--- src/rtl/fetch_unit.sv ---
`timescale 1ns/1ps
// fetch_unit: instruction fetch front end.
//   Issues pipelined reads to instruction memory (up to MaxOutstanding in
//   flight). Returned words are queued with their PCs in a 2**DepthLog2
//   entry queue. A redirect flushes the queue in the same cycle, and responses
//   still in flight are discarded as they return.
// Ports:
//   clk_i, rst_ni                 clock, async active-low reset
//   instmem_valid_o/ready_i/addr_o  read request handshake
//   instmem_rvalid_i/rdata_i      in-order read responses
//   redirect_valid_i/pc_i         taken branch/jump target
//   inst_valid_o/ready_i/pc_o/data_o  {pc, instr} to decode
module fetch_unit #(
  parameter int unsigned     Xlen           = 32,
  parameter int unsigned     Ilen           = 32,
  parameter int unsigned     DepthLog2      = 2,
  parameter int unsigned     MaxOutstanding = 2,
  parameter logic [Xlen-1:0] ResetPc        = '0
) (
  input  logic            clk_i,
  input  logic            rst_ni,
  input  logic            instmem_ready_i,
  output logic            instmem_valid_o,
  output logic [Xlen-1:0] instmem_addr_o,
  input  logic [Ilen-1:0] instmem_rdata_i,
  input  logic            instmem_rvalid_i,
  input  logic            redirect_valid_i,
  input  logic [Xlen-1:0] redirect_pc_i,
  output logic            inst_valid_o,
  output logic [Xlen-1:0] inst_pc_o,
  output logic [Ilen-1:0] inst_data_o,
  input  logic            inst_ready_i
);
  localparam int unsigned Depth = 2**DepthLog2;
  localparam int unsigned CW    = $clog2(MaxOutstanding + 1);
  localparam int unsigned TW    = (MaxOutstanding > 1) ? $clog2(MaxOutstanding) : 1;
  localparam int unsigned QCW   = DepthLog2 + 1;
  localparam int unsigned SW    = DepthLog2 + 2;

  logic [Xlen-1:0]      fetch_pc_q, fetch_pc_d;
  // inflight counts every accepted read not yet returned; drop is the
  // subset of those that belong to a flushed stream.
  logic [CW-1:0]        inflight_q, inflight_d;
  logic [CW-1:0]        drop_q, drop_d;
  logic [TW-1:0]        trk_wr_q, trk_wr_d, trk_rd_q, trk_rd_d;
  logic [DepthLog2-1:0] q_wr_q, q_wr_d, q_rd_q, q_rd_d;
  logic [QCW-1:0]       q_cnt_q, q_cnt_d;

  logic [Xlen-1:0] trk_pc_q [MaxOutstanding];
  logic [Xlen-1:0] q_pc_q   [Depth];
  logic [Ilen-1:0] q_data_q [Depth];

  logic [Xlen-1:0] redirect_addr;
  logic            credit, accept, push, pop;

  function automatic logic [TW-1:0] trk_inc(input logic [TW-1:0] p);
    return (p == TW'(MaxOutstanding - 1)) ? '0 : p + TW'(1);
  endfunction

  assign redirect_addr = redirect_pc_i & ~Xlen'(3);

  // Reserving a queue slot for every read in flight (stale ones included)
  // means a response can always be enqueued without backpressure.
  assign credit = (({{(SW-CW){1'b0}}, inflight_q} + {1'b0, q_cnt_q}) < SW'(Depth))
               && (inflight_q < CW'(MaxOutstanding));

  assign instmem_valid_o = credit & rst_ni;
  assign instmem_addr_o  = redirect_valid_i ? redirect_addr : fetch_pc_q;
  assign accept          = instmem_valid_o & instmem_ready_i;
  // A response arriving alongside a redirect belongs to the old stream.
  assign push            = instmem_rvalid_i & (drop_q == '0) & ~redirect_valid_i;
  assign pop             = inst_valid_o & inst_ready_i & ~redirect_valid_i;

  assign inst_valid_o = (q_cnt_q != '0);
  assign inst_pc_o    = q_pc_q[q_rd_q];
  assign inst_data_o  = q_data_q[q_rd_q];

  always_comb begin
    fetch_pc_d = fetch_pc_q;
    if (accept)                fetch_pc_d = instmem_addr_o + Xlen'(4);
    else if (redirect_valid_i) fetch_pc_d = redirect_addr;

    inflight_d = inflight_q + CW'(accept) - CW'(instmem_rvalid_i);
    trk_wr_d   = accept           ? trk_inc(trk_wr_q) : trk_wr_q;
    trk_rd_d   = instmem_rvalid_i ? trk_inc(trk_rd_q) : trk_rd_q;

    drop_d = drop_q;
    // Everything outstanding before the redirect becomes stale, minus the
    // one response retiring right now.
    if (redirect_valid_i)
      drop_d = inflight_q - CW'(instmem_rvalid_i);
    else if (instmem_rvalid_i && (drop_q != '0))
      drop_d = drop_q - CW'(1);

    q_wr_d  = push ? q_wr_q + DepthLog2'(1) : q_wr_q;
    q_rd_d  = pop  ? q_rd_q + DepthLog2'(1) : q_rd_q;
    q_cnt_d = q_cnt_q + QCW'(push) - QCW'(pop);
    if (redirect_valid_i) begin
      q_wr_d  = '0;
      q_rd_d  = '0;
      q_cnt_d = '0;
    end
  end

  always_ff @(posedge clk_i or negedge rst_ni) begin
    if (!rst_ni) begin
      fetch_pc_q <= ResetPc;
      inflight_q <= '0;
      drop_q     <= '0;
      trk_wr_q   <= '0;
      trk_rd_q   <= '0;
      q_wr_q     <= '0;
      q_rd_q     <= '0;
      q_cnt_q    <= '0;
    end else begin
      fetch_pc_q <= fetch_pc_d;
      inflight_q <= inflight_d;
      drop_q     <= drop_d;
      trk_wr_q   <= trk_wr_d;
      trk_rd_q   <= trk_rd_d;
      q_wr_q     <= q_wr_d;
      q_rd_q     <= q_rd_d;
      q_cnt_q    <= q_cnt_d;
    end
  end

  // Storage needs no reset: occupancy is tracked by the pointers above.
  always_ff @(posedge clk_i) begin
    if (accept) trk_pc_q[trk_wr_q] <= instmem_addr_o;
    if (push) begin
      q_pc_q[q_wr_q]   <= trk_pc_q[trk_rd_q];
      q_data_q[q_wr_q] <= instmem_rdata_i;
    end
  end

  a_rvalid_tracked: assert property (@(posedge clk_i) disable iff (!rst_ni)
    instmem_rvalid_i |-> (inflight_q != '0));
  a_no_overflow: assert property (@(posedge clk_i) disable iff (!rst_ni)
    (push && !pop) |-> (q_cnt_q != QCW'(Depth)));
endmodule
--- config.mk ---
export PLATFORM = sky130hd
export DESIGN_NAME = fetch_unit
export DESIGN_NICKNAME = d
export VERILOG_FILES = /design/src/rtl/fetch_unit.sv
export SDC_FILE = /design/constraint.sdc
export NUM_CORES = 1
export LEC_CHECK = 0
export BUFFER_PORTS_ARGS = -buffer_cell sky130_fd_sc_hd__buf_2
export CAP_MARGIN = 20
export CORE_MARGIN = 5
export CORE_UTILIZATION = 58
export CTS_CLUSTER_SIZE = 28
export DETAILED_ROUTE_END_ITERATION = 7
export PLACE_DENSITY = 0.83
export SLEW_MARGIN = 10
export SYNTH_ARGS = -nofsm -noshare
export SYNTH_HDL_FRONTEND = slang
export SYNTH_SLANG_ARGS = --single-unit
--- constraint.sdc ---
create_clock -name clk_i -period 3.9 [get_ports clk_i]
set_input_delay 1.17 -clock clk_i [delete_from_list [all_inputs] [get_ports clk_i]]
set_output_delay 1.17 -clock clk_i [all_outputs]
set_load 0.1 [all_outputs]
---- Word level (Yosys, flattened, before mapping) ----
Memory sizes are Yosys's and may differ from the RTL's.
Cells that the tools add are included.
word-level totals
  flip-flop bits (word level) ............. 45
  bits in latches ......................... 0
  memory bits (writable) .................. 320
  memory bits (read-only) ................. 0
  output and inout bits ................... 98
  word-level logic and storage cells ...... 55
  memories ................................ 3
operators by class
  $add $sub $neg .......................... 12
  multipliers ............................. 0
  divide/modulo/power cells ............... 0
  $lt $le $gt $ge ......................... 2
  equality and inequality tests ........... 0
  shifts and indexed selects .............. 0
  multiplexer cells ....................... 15
  bitwise gates (word level) .............. 7
  reduce and logical (&&, ||, !) cells .... 8
memories
  name      words  bits a word  read ports  clocked after memory_dff  wr ports  RTL line  source
  q_data_q  4      32           1           0                         1         51        logic [Ilen-1:0] q_data_q [Depth];
  q_pc_q    4      32           1           0                         1         50        logic [Xlen-1:0] q_pc_q [Depth];
  trk_pc_q  2      32           1           0                         1         49        logic [Xlen-1:0] trk_pc_q [MaxOutstanding];
operator list
  kind                     count
  $mux W32                 2
  $add A32 B3 Y32 const B  1
  $mux W2                  6
  $reduce_bool A2 Y1       4
  $and A1 B1 Y1            6
  $mux W1                  6
  $add A2 B1 Y2 const B    2
  $add A2 B3 Y4            1
  $lt A4 B3 Y1 const B     1
  $sub A2 B1 Y2            2
  $add A3 B1 Y3            1
  $mux W3                  1
  $reduce_bool A3 Y1       1
  $sub A3 B1 Y3            1
  $add A1 B1 Y1 const B    2
  $add A2 B1 Y2            1
  $logic_and A1 B1 Y1      2
  $logic_not A2 Y1         1
  $lt A2 B2 Y1 const B     1
  $sub A2 B1 Y2 const B    1
  $not A1 Y1               1

---- Logic depth before layout (Yosys ltp) ----
Gate-level depths: netlist (run 1).
  depth after elaboration ................. 7
  depth in mapped cells ................... 14

---- Worst setup path after synthesis (run 1) ----
OpenSTA, ideal clock, no wires.
  path kind ............................... input port to output port
  from .................................... in redirect_valid_i
  to ...................................... out instmem_addr_o[8]
  arrival ................................. 4.040 ns
  required time ........................... 2.730 ns
  path slack .............................. -1.310 ns
  cell stages on the path ................. 5
  buffers on the path ..................... 4
  cell sequence ........................... buf_6 > buf_6 > buf_4 > buf_2 > o21ai_0
between the ends
  cells in the longest elaborated chain, start to end .. 1
ends and longest elaborated chain
  what         RTL line  source
  from (decl)  27        input logic redirect_valid_i,
  $mux W32     -
  to (decl)    24        output logic [Xlen-1:0] instmem_addr_o,
No other way between the ends.

---- Final worst setup path (run 1) ----
  from .................................... reg q_rd_q[0]
  to ...................................... out inst_data_o[2]
between the ends
  cells in the longest elaborated chain, start to end .. 1
ends and longest elaborated chain
  what                    RTL line  source
  from (decl)             46        logic [DepthLog2-1:0] q_wr_q, q_wr_d, q_rd_q, q_rd_d;
  from (signal assigned)  122       q_rd_q <= q_rd_d;
  $mem_v2 Z4 W32          -
  to (decl)               31        output logic [Ilen-1:0] inst_data_o,
No other way between the ends.

==> results of run 1 <==
-- final cells by class --
cell class / instances / share of cell area, %
antenna: 1 / 0.0144
clock buffer: 55 / 5.76
clock inverter: 10 / 0.610
inverter: 19 / 0.409
multi-input combinational: 312 / 20.2
sequential: 365 / 61.6
tap: 324 / 2.33
timing repair buffer: 187 / 9.06
-- through the flow --
step	area, µm²	util, %	total power, W	hold WS [ns]	instances
after global placement	16300	66.7	0.00912	0.530	1207
after CTS	17400	71.2	0.0124	0.557	1272
after global routing	17400	71.3	0.0128	0.582	1273
after floorplan	14500	-	0.00826	0.501	728
after detailed placement	16300	66.7	0.00918	0.549	1207
final	17400	71.3	0.0123	0.556	1273
-- sequential cells by signal (all words and copies together) (netlist names) --
name and cells:
inflight_q 2, fetch_pc_q 32, q_pc_q 128, q_wr_q 2, q_cnt_q 3, drop_q 2, trk_pc_q 64, q_rd_q 2
trk_rd_q 1, q_data_q 128, trk_wr_q 1
-- layout by cell type, fill, tap and decap left out, types with 2 or more instances in the layout --
cell type	instances
mux2i_1	6
and4_1	2
and2_1	4
ha_1	12
mux2_2	53
a31oi_1	2
nand3_1	15
clkinv_1	3
nand4_2	2
nand2b_1	2
nand4b_1	5
inv_1	18
nor2b_1	5
mux4_2	64
xor2_1	13
nand4_1	7
buf_2	135
dfrtp_1	43
nand3b_1	3
nand2_1	28
buf_4	11
nor2_4	2
inv_6	2
and2_4	4
nor4b_2	3
xnor2_1	25
a22oi_1	3
and4b_1	2
buf_12	41
a41oi_1	2
clkbuf_16	37
bufinv_16	2
edfxtp_1	320
a21oi_1	7
and3_1	2
clkbuf_1	17
o21ai_0	5
clkinv_2	2
nor2_1	17
-- power by group through the flow --
stage                     Sequential (W)  Clock [W]  Combinational (W)
after detailed placement         0.00496          0            0.00423
after global placement           0.00494          0            0.00417
final                            0.00488    0.00326            0.00420
after CTS                        0.00488    0.00332            0.00425
after floorplan                  0.00482          0            0.00344
after global routing             0.00491    0.00351            0.00437
-- critical path: stages (launching register included) --
cell,delay (ns)
dfrtp_4,0.78
buf_12,0.29
mux4_2,0.55
buf_2,0.31
-- worst min path at each step --
stage | from | endpoint | slack [ns] | cells past startpoint
2_1_floorplan | inflight_q[0]$_DFF_PN0_ | inflight_q[0]$_DFF_PN0_ | 0.50 | 1
3_5_place_dp | fetch_pc_q[1]$_DFF_PN0_ | fetch_pc_q[1]$_DFF_PN0_ | 0.55 | 1
3_3_place_gp | inflight_q[0]$_DFF_PN0_ | inflight_q[0]$_DFF_PN0_ | 0.53 | 1
4_1_cts | fetch_pc_q[1]$_DFF_PN0_ | fetch_pc_q[1]$_DFF_PN0_ | 0.56 | 1
5_1_grt | inflight_q[0]$_DFF_PN0_ | inflight_q[0]$_DFF_PN0_ | 0.58 | 1
6_report | fetch_pc_q[1]$_DFF_PN0_ | fetch_pc_q[1]$_DFF_PN0_ | 0.56 | 1
-- kinds of logic (layout without fill, tap and decap cells) --
logic type / after synthesis / after routing / share of synthesized area (%)
other: 0 / 1 / 0
multiplexers: 124 / 124 / 14.6
buffers and inverters: 51 / 271 / 1.67
adder cells (fa/ha/maj): 13 / 13 / 1.18
AO/OA/AOI/OAI: 27 / 27 / 1.33
AND/OR/NAND/NOR: 110 / 110 / 4.75
flip-flops: 365 / 365 / 74.2
XOR/XNOR: 38 / 38 / 2.30
-- per-layer routing --
metal  vias to the layer above  share of wire (%)  track usage [%]
li1                       3278                  -                -
met1                      3788                 39             27.6
met2                       288                 52             35.1
met3                        66                6.5             4.06
met4                         4                2.8             6.49
met5                         -              0.083                0
==> qor.csv, run 1 <==
stage,metric,value,unit
detailed_routing,wire per inst,22.8,µm
synthesis,synthesized area per cell,19.9,µm²
synthesis,Yosys top cell area share,66.4,%
floorplan,Core ar.,24500,µm²
sta,Slew headroom,59.5,%
synthesis,sequential fraction of the synthesis area,74.2,%
worst_setup_path,CP startpoint,q_rd_q[0]$_DFFE_PN0P_,
synthesis,Post-Syn Nets,811,
global_route,largest net degree at the start of global routing,62,
synthesis,"flops & latches, synth",365,
floorplan,die area,28200,µm²
worst_setup_path,Critical Path AT,2.48,ns
detailed_routing,total length of routed wires,29000,µm
sta,"Setup violations, final",0,
detailed_routing,routed vias/inst,5.83,
floorplan,chip height,168,µm
worst_setup_path,crit start category,flop,
clock_network,CTS buffer count,36,
worst_setup_path,Reg2Reg Setup Slack,1.37,ns
synthesis,Synth Flop Type,edfxtp_1,
synthesis,Mapped Cells,728,
place,Detailed Place HPWL,19100,µm
sta,Max Slew Vio Count,0,
global_route,first-pass GRT wire length,45500,µm
pwr,worst vdd ir,0.540,mV
job,Max-cap violations,0,
detailed_routing,initial drt markers,601,
outcome,status,"complete, no violations",
clock_network,# resized after CTS,0,
clock_network,H-tree depth,2,
sta,fin crit share,93.6,%
min_path,worst min path class,reg2reg,
floorplan,# rows,57,
synthesis,most common cell in the synthesized netlist,edfxtp_1,
worst_setup_path,Critical Path End,inst_data_o[2],
synthesis,Post-Syn Area,14500,µm²
sta,Worst Max-Slew Pin Slew,0.607,ns
clock_network,"Reg clk slew, reported paths",0.06,ns
place,Port Buffer Count,165,
place,dpl ws,0.406,ns
clock_network,cts hold-fix bufs,0,
global_route,initial antenna violation count,3,
worst_setup_path,FF-to-FF End,trk_pc_q[0][17]$_DFFE_PP_,
layout,multi-input combinational cell area,3520,µm²
synthesis,Netlist cell types,50,
sta,PnR worst setup slack,0.250,ns
layout,fraction of layout cells with a size suffix above 1,39.3,%
worst_setup_path,Crit Path Class,reg2out,
clock_network,CTS root buffer,clkbuf_16,
floorplan,Initial Util,59.2,%
worst_setup_path,CP Max Fanout,26,
layout,Syn-to-layout area delta,20.5,%
sta,RSZ-0062 raised after global routing,false,
layout,Final #Nets,1004,
clock_network,Max Root-Sink Buffers,3,
pwr,pwr dens,708,nW/µm²
synthesis,number of synthesized flops with an enable pin,320,
detailed_routing,Routed Antenna Nets,0,
pwr,Static Leak,6.12,nW
sta,"Hold Vio Cnt, Final",0,
synthesis,largest area contributor in the netlist,edfxtp_1,
sta,Setup Skew,0.00837,ns
synthesis,Synth top cells by count,"320 x edfxtp_1, 64 x mux4_2, 53 x mux2_2",
synthesis,Post-synth ARST share,12.3,%
synthesis,yosys warns,0,
pwr,Sequential Power Share,39.5,%
worst_setup_path,Reg2Reg Depth,6,
pwr,Internal,0.00771,W
sta,Final min period,3.65,ns
detailed_routing,drc violations,0,
place,gpl congestion,0.834,
floorplan,die width,168,µm
global_route,total track usage,20.7,%
sta,Fin Setup TNS,0,ns
layout,sequential cell area,10700,µm²
sta,Max Freq,0.274,GHz
synthesis,main area contributors after synthesis,"edfxtp_1 66%, mux4_2 10%, dfrtp_1 7.8%, mux2_2 4.1%, xnor2_1 1.5%",
floorplan,# IOs,168,
clock_network,CTS sink cnt,365,
clock_network,clk_lat worst skew,0.51,ns
pwr,Clk pwr share,26.4,%
global_route,vias in the first global route,7977,
detailed_routing,Detailed Routing Iterations Pass 1,5,
global_route,GR Overflow Total,0,
pwr,NetSw,0.00462,W
pwr,Comb power frac,34.1,%
detailed_routing,Vias,7424,
worst_setup_path,R2R Path Start,inflight_q[1]$_DFF_PN0_,
worst_setup_path,Worst setup EP type,primary output,
clock_network,post-CTS setup buffer count,0,
pwr,switching portion of total power,37.5,%
clock_network,CTS tree,yes,
layout,fillers,1452,
worst_setup_path,worst endpoint required time,2.73,ns
No activity file was read; power rests on OpenSTA's default activity.
==> inputs of run 2 (changes only) <==
- CORE_MARGIN: 5 -> 2
- RECOVER_POWER: not set -> 100
==> qor.csv, run 2 (synthesis results as in run 1) <==
stage,metric,value,unit
layout,top flop regs,"q_data_q x128, q_pc_q x128, trk_pc_q x64",
clock_network,clk_lat worst skew,0.52,ns
sta,Final min period,3.71,ns
worst_setup_path,Worst setup EP type,primary output,
layout,Syn-to-layout area delta,16.8,%
detailed_routing,Routed Antenna Nets,0,
global_route,vias in the first global route,7783,
min_path,worst min path class,reg2reg,
sta,"Hold Vio Cnt, Final",0,
place,Detailed Place HPWL,18700,µm
outcome,status,"complete, but fails checks",
sta,RSZ-0062 raised after global routing,false,
place,gpl congestion,0.877,
sta,Worst Max-Slew Pin Slew,2.26,ns
clock_network,CTS tree,yes,
layout,"most common cell after layout, fill and taps aside",edfxtp_1,
worst_setup_path,Critical Path AT,2.54,ns
clock_network,post-CTS setup buffer count,0,
worst_setup_path,cell mode on critical path,buf_12,
worst_setup_path,crit path buf inv count,3,
clock_network,CTS buffer count,37,
global_route,GR Overflow Total,0,
place,Port Buffer Count,165,
clock_network,"Reg clk slew, reported paths",0.06,ns
pwr,worst vdd ir,0.475,mV
detailed_routing,total length of routed wires,29200,µm
clock_network,Max Root-Sink Buffers,3,
clock_network,cts hold-fix bufs,0,
floorplan,Core ar.,24400,µm²
pwr,Static Leak,5.90,nW
sta,fin crit share,95.1,%
clock_network,CTS sink cnt,365,
worst_setup_path,Worst path top cell family by delay,compound AO/OA/AOI/OAI gates,
sta,Max Slew Vio Count,64,
floorplan,# IOs,168,
clock_network,# resized after CTS,0,
floorplan,chip height,162,µm
detailed_routing,drc violations,0,
layout,Antenna Cells,0,
sta,Setup Skew,0.0165,ns
worst_setup_path,worst path cell trace,buf_2 -> buf_12 -> o21ai_0 -> buf_12,
layout,fillers,1501,
worst_setup_path,CP max-delay cell,o21ai_0,
sta,Fin Setup TNS,0,ns
detailed_routing,Vias,7451,
layout,Final #Nets,1008,
layout,fraction of layout cells with a size suffix above 1,29.1,%
worst_setup_path,Crit Path Class,in2out,
layout,"commonest non-fill, non-tap cells in the layout","320 x edfxtp_1, 74 x clkbuf_2, 64 x mux4_2, 55 x buf_2, 52 x mux2_1",
job,Max-cap violations,2,
worst_setup_path,CP max stage delay,0.71,ns
pwr,pwr dens,725,nW/µm²
global_route,initial antenna violation count,2,
sta,"Setup violations, final",0,
sta,Slew headroom,-50.4,%
clock_network,H-tree depth,2,
global_route,first-pass GRT wire length,45200,µm
detailed_routing,routed vias/inst,5.84,
worst_setup_path,worst endpoint required time,2.73,ns
sta,Max Freq,0.270,GHz
floorplan,die area,26200,µm²
worst_setup_path,crit start category,input port,
global_route,total track usage,22.8,%
worst_setup_path,CP Max Fanout,33,
outcome,failing checks,"capacitance limit, slew limit",
global_route,largest net degree at the start of global routing,46,
floorplan,die width,162,µm
detailed_routing,Detailed Routing Iterations Pass 1,5,
floorplan,# rows,57,
detailed_routing,initial drt markers,646,
floorplan,Initial Util,59.3,%
pwr,total power,0.0123,W
detailed_routing,wire per inst,22.9,µm
clock_network,CTS root buffer,clkbuf_16,
-- run 2: cell type report --
| type | instances | area, µm² | area share [%] |
|---|---|---|---|
| flip-flops and latches | 365 | 10700 | 63.5 |
| multi-input cells | 312 | 3430 | 20.3 |
| clock buffers | 57 | 1100 | 6.53 |
| repair buffers | 190 | 1090 | 6.43 |
| well taps | 324 | 405 | 2.40 |
| inverters | 19 | 71.3 | 0.422 |
| clock inverters | 8 | 68.8 | 0.407 |
-- run 2: final timing paths --
kind	from	end	slack, ns	cells after the start
worst max-delay path	redirect_valid_i	instmem_addr_o[8]	0.19	4
worst min-delay path	fetch_pc_q[1]$_DFF_PN0_	fetch_pc_q[1]$_DFF_PN0_	0.55	1
worst max register to register	inflight_q[1]$_DFF_PN0_	trk_pc_q[0][14]$_DFFE_PP_	0.46	6
worst min register to register	fetch_pc_q[1]$_DFF_PN0_	fetch_pc_q[1]$_DFF_PN0_	0.55	1
max in group asynchronous	rst_ni	q_rd_q[0]$_DFFE_PN0P_	2.53	2
min in group asynchronous	rst_ni	trk_wr_q$_DFFE_PN0N_	0.92	2
-- run 2: metal layers --
layer	global-route usage, %	vias up	share of wire [%]
li1	-	3277	-
met1	30.3	3823	40
met2	38.8	294	51
met3	4.42	53	6.2
met4	7.00	4	2.1
met5	0	-	0.082
-- run 2: metrics by stage --
stage	hold WS, ns	cells	setup slack, ns	util, %	instance area, µm²
final	0.549	1275	0.190	69.3	16900
after global routing	0.572	1275	0.105	69.3	16900
after CTS	0.549	1275	0.226	71.8	17500
after detailed placement	0.542	1210	0.310	66.9	16300
after floorplan	0.501	728	0.0847	-	14500
after global placement	0.540	1210	0.357	66.9	16300
-- run 2: report_power, final --
group,total (W),switching (W),internal [W]
Sequential,0.00483,0.000162,0.00467
Clock,0.00337,0.00136,0.00201
Combinational,0.00405,0.00310,0.000951
